## src/rtl/tx_access_code.sv

```systemverilog
// Transmit access-code serializer: 4-bit preamble, 64-bit sync word (LSB first) and an optional 4-bit trailer.
// Defining TXAC_ABORT_EN adds a tx_abort input that drops an in-flight frame without a tx_done.
module tx_access_code #(
  parameter int PRE_LEN = 4,
  parameter int TRL_LEN = 4
) (
  input  logic        clk_6M,
  input  logic        rst,
  input  logic        p_1us,
  input  logic        tx_start,
  input  logic [63:0] ref_sync,
  input  logic        trailer_en,
`ifdef TXAC_ABORT_EN
  input  logic        tx_abort,
`endif
  output logic        txbit,
  output logic        tx_busy,
  output logic        tx_done,
  output logic [1:0]  tx_phase
);

  typedef enum logic [1:0] {
    IDLE = 2'd0,
    PRE  = 2'd1,
    SYNC = 2'd2,
    TRL  = 2'd3
  } phase_t;

  localparam logic [6:0] PRE_LAST  = 7'(PRE_LEN - 1);
  localparam logic [6:0] SYNC_LAST = 7'(PRE_LEN + 64 - 1);
  localparam logic [6:0] TRL_LAST  = 7'(PRE_LEN + 64 + TRL_LEN - 1);

  phase_t      state;
  logic [63:0] sreg;
  logic [6:0]  bitcnt;
  logic        trl;
  logic        abort_req;

`ifdef TXAC_ABORT_EN
  assign abort_req = tx_abort;
`else
  assign abort_req = 1'b0;
`endif

  assign tx_phase = state;

  // Preamble and trailer alternate, so each starts from a known bit and toggles per tick;
  // the sync-to-trailer hand-off inverts the last sync bit (s63) to get ~s63.
  always_ff @(posedge clk_6M or posedge rst) begin
    if (rst) begin
      state   <= IDLE;
      sreg    <= 64'd0;
      bitcnt  <= 7'd0;
      trl     <= 1'b0;
      txbit   <= 1'b0;
      tx_busy <= 1'b0;
      tx_done <= 1'b0;
    end else begin
      tx_done <= 1'b0;
      if (abort_req) begin
        state   <= IDLE;
        bitcnt  <= 7'd0;
        txbit   <= 1'b0;
        tx_busy <= 1'b0;
      end else begin
        case (state)
          IDLE: begin
            if (tx_start) begin
              sreg    <= ref_sync;
              trl     <= trailer_en;
              bitcnt  <= 7'd0;
              txbit   <= ref_sync[0];
              tx_busy <= 1'b1;
              state   <= PRE;
            end else begin
              txbit   <= 1'b0;
              tx_busy <= 1'b0;
            end
          end
          PRE: begin
            if (p_1us) begin
              bitcnt <= bitcnt + 7'd1;
              if (bitcnt == PRE_LAST) begin
                txbit <= sreg[0];
                state <= SYNC;
              end else begin
                txbit <= ~txbit;
              end
            end
          end
          SYNC: begin
            if (p_1us) begin
              sreg <= {1'b0, sreg[63:1]};
              if (bitcnt == SYNC_LAST) begin
                if (trl) begin
                  bitcnt <= bitcnt + 7'd1;
                  txbit  <= ~txbit;
                  state  <= TRL;
                end else begin
                  bitcnt  <= 7'd0;
                  txbit   <= 1'b0;
                  tx_busy <= 1'b0;
                  tx_done <= 1'b1;
                  state   <= IDLE;
                end
              end else begin
                bitcnt <= bitcnt + 7'd1;
                txbit  <= sreg[1];
              end
            end
          end
          TRL: begin
            if (p_1us) begin
              if (bitcnt == TRL_LAST) begin
                bitcnt  <= 7'd0;
                txbit   <= 1'b0;
                tx_busy <= 1'b0;
                tx_done <= 1'b1;
                state   <= IDLE;
              end else begin
                bitcnt <= bitcnt + 7'd1;
                txbit  <= ~txbit;
              end
            end
          end
          default: begin
            state   <= IDLE;
            bitcnt  <= 7'd0;
            txbit   <= 1'b0;
            tx_busy <= 1'b0;
          end
        endcase
      end
    end
  end

endmodule

```

## config.mk

```make
export PLATFORM = sky130hd
export DESIGN_NAME = tx_access_code
export DESIGN_NICKNAME = d
export VERILOG_FILES = /design/src/rtl/tx_access_code.sv
export SDC_FILE = /design/constraint.sdc
export NUM_CORES = 1
export LEC_CHECK = 0
export CAP_MARGIN = 30
export CORE_MARGIN = 10
export CORE_UTILIZATION = 40
export DETAILED_ROUTE_END_ITERATION = 16
export SYNTH_ARGS = -nofsm -noshare
export SYNTH_HDL_FRONTEND = slang
export SYNTH_SLANG_ARGS = --single-unit
export TNS_END_PERCENT = 100
```

## constraint.sdc

```tcl
create_clock -name clk_6M -period 3.1 [get_ports clk_6M]
set_clock_uncertainty 0.2 [all_clocks]
set_input_delay 0.62 -clock clk_6M [delete_from_list [all_inputs] [get_ports clk_6M]]
set_output_delay 0.62 -clock clk_6M [all_outputs]
set_load 0.05 [all_outputs]
```

==> results.cfg <==
[setup_path]
slowest_delay_ns = 0.87
path_cells = clkdlybuf4s50_1
rrSetupSlack_ns = 1.01
critPathTopFamily = buffers and inverters
cp-start-kind = register
worstPathMaxFanout = 10
cp_slowest_cell = clkdlybuf4s50_1
worstPathArrival_ns = 1.73
path_buf_inv = 1
criticalPathCategory = reg -> out
required_ns = 2.28
critPathCaptureType = output port

[drt]
drtIter0Drc = 125
via_count = 2893
final_antenna_net_count = 0
drc_errors = 0
avgRoutedWirePerCell_um = 14.9
routed_wl_um = 8570
drtPass1Iterations = 4
via_per_inst = 5.01

[cts]
clockBufferDepth = 2
cts.sinks = 77
postCtsHoldBufs = 0
post_cts_buffers = 0
ctsResizeCount = 0
clock_latency_ns = 0.34
cts_max_level = 3
cts_buffers = 9
cts_tree = done
clk_pin_slew_ns = 0.09
clockRootBuffer = clkbuf_8

[timing]
worst_pin_slew_ns = 0.616
fin_setup_tns_ns = 0
slew_viol_final = 0
setup_viol = 0
clock.fmax_ghz = 0.392
timing.final.crit_share_pct = 82.2
final_hold_viol_count = 0
slew_headroom_pct = 58.9
finalCriticalPeriod_ns = 2.55
rsz0062_at_grt = false
whs_ns = 0.282

[synthesis]
ys.flop_type = dfrtp_1
syn_area_per_cell_sq_um = 10.0
syn_inst = 379
async_flop_share_pct = 100
synthDistinctLibCells = 40
ys.warnings.count = 0
synth_edf_count = 0
ys_seq_area_share_pct = 50.8
ys_seq_elements = 77
syn_nets = 449
netlist_area_sq_um = 3790

[floorplan]
coreArea_sq_um = 9240
initial_core_util_pct = 41.0
rows = 35
dieArea_sq_um = 13800
die_h_um = 117
die_w_um = 117
io_pins = 74

[global_route]
gr-total-overflow = 0
grt_max_degree = 127
grt_use_total_pct = 12.6
grt_pass1_vias = 3054
grt_pass1_wl_um = 14900
grt_antenna_before_repair = 0

[power]
p_per_area_nw_per_um2 = 832
leakage_nw = 2.19
ir_drop_uv = 463

[place]
placed_cell_area_sq_um = 4660
post-dp-hpwl_um = 6180
portBuffers = 73
gp_congestion = 0.836
place_inst = 561

[cells_and_area]
fin_nets = 513
n_antenna_cell = 0
final_cell_area_sq_um = 4880
area_growth_pct = 28.7
drive_gt1_share_pct = 7.37
instances_no_fill = 577
layout_common_cells = 77 x dfrtp_1, 73 x clkdlybuf4s50_1, 72 x nand2_1
nFillCells = 847
final_common_cell = dfrtp_1

[run]
max_cap_viol_count = 0

[run_status]
outcome = completed

[min_path]
hold_path_class = reg -> reg
## stage by stage
stage          worst slack, ns  util [%]  total power, mW
2_1_floorplan            0.313         -             2.84
3_3_place_gp             0.661      50.4             3.22
3_5_place_dp             0.607      50.4             3.27
4_1_cts                  0.523      52.8             4.11
5_1_grt                  0.465      52.8             4.41
6_report                 0.551      52.8             4.06
## kinds of logic after synthesis
family / after synthesis / synth area share, %
buffers and inverters: 30 / 3.73
DFF: 77 / 50.8
AOI/OAI and AO/OA: 95 / 14.2
and+or+nand+nor: 110 / 13.5
muxes: 64 / 16.9
xor gates and xnor gates: 2 / 0.462
adders and majority gates: 1 / 0.330
## flip-flops by register name, summed over array words and instances, names as in the netlist
| signal | count |
|---|---|
| sreg | 64 |
| txbit | 1 |
| trl | 1 |
| bitcnt | 7 |
| tx_phase | 2 |
| tx_busy | 1 |
| tx_done | 1 |
## report_power, final
part	switching (mW)	internal [mW]	leakage (nW)
clock network	0.375	0.452	0.0985
registers	0.299	1.47	0.957
logic	0.811	0.653	1.14
total	1.48	2.57	2.19
## final cells by class
cell class | count | area [sq um] | area share [%]
Clock buffer | 10 | 128 | 2.62
Clock inverter | 6 | 87.6 | 1.80
Inverter | 3 | 12.5 | 0.257
Multi-Input combinational cell | 272 | 1740 | 35.7
Sequential cell | 77 | 1930 | 39.5
Tap cell | 129 | 161 | 3.31
Timing Repair Buffer | 80 | 821 | 16.8
## routing by layer
metal  GRT usage, %  part of all wire [%]
met5              0                     0
met4           5.16                   1.4
met3           3.02                   4.3
met2           19.2                    45
met1           16.6                    49
## synthesized netlist by cell type, drive strengths merged (3+ instances only)
| cell | n | area, sq um |
|---|---|---|
| clkbuf | 12 | 45.0 |
| and3 | 4 | 25.0 |
| nor2b | 5 | 31.3 |
| nor2 | 9 | 33.8 |
| nor3 | 4 | 20.0 |
| o21ai | 69 | 349 |
| nand2b | 3 | 18.8 |
| nand2 | 73 | 277 |
| a31oi | 5 | 37.5 |
| dfrtp | 77 | 1930 |
| buf | 15 | 85.1 |
| inv | 3 | 11.3 |
| a21oi | 5 | 25.0 |
| mux2i | 63 | 631 |
| nor3b | 4 | 35.0 |
## path summary, 6_finish.rpt
| path | start | endpoint | cells past startpoint |
|---|---|---|---|
| min in group asynchronous | rst | sreg[14] | 2 |
| setup / recovery | tx_phase[0] | tx_phase[0] | 1 |
| hold / removal | sreg[39] | sreg[39] | 2 |
| hold reg to reg | sreg[39] | sreg[39] | 2 |
| setup reg to reg | tx_phase[0] | sreg[7] | 5 |
| max in group asynchronous | rst | sreg[21] | 3 |
Note: power is estimated with default switching activity, not from simulation.
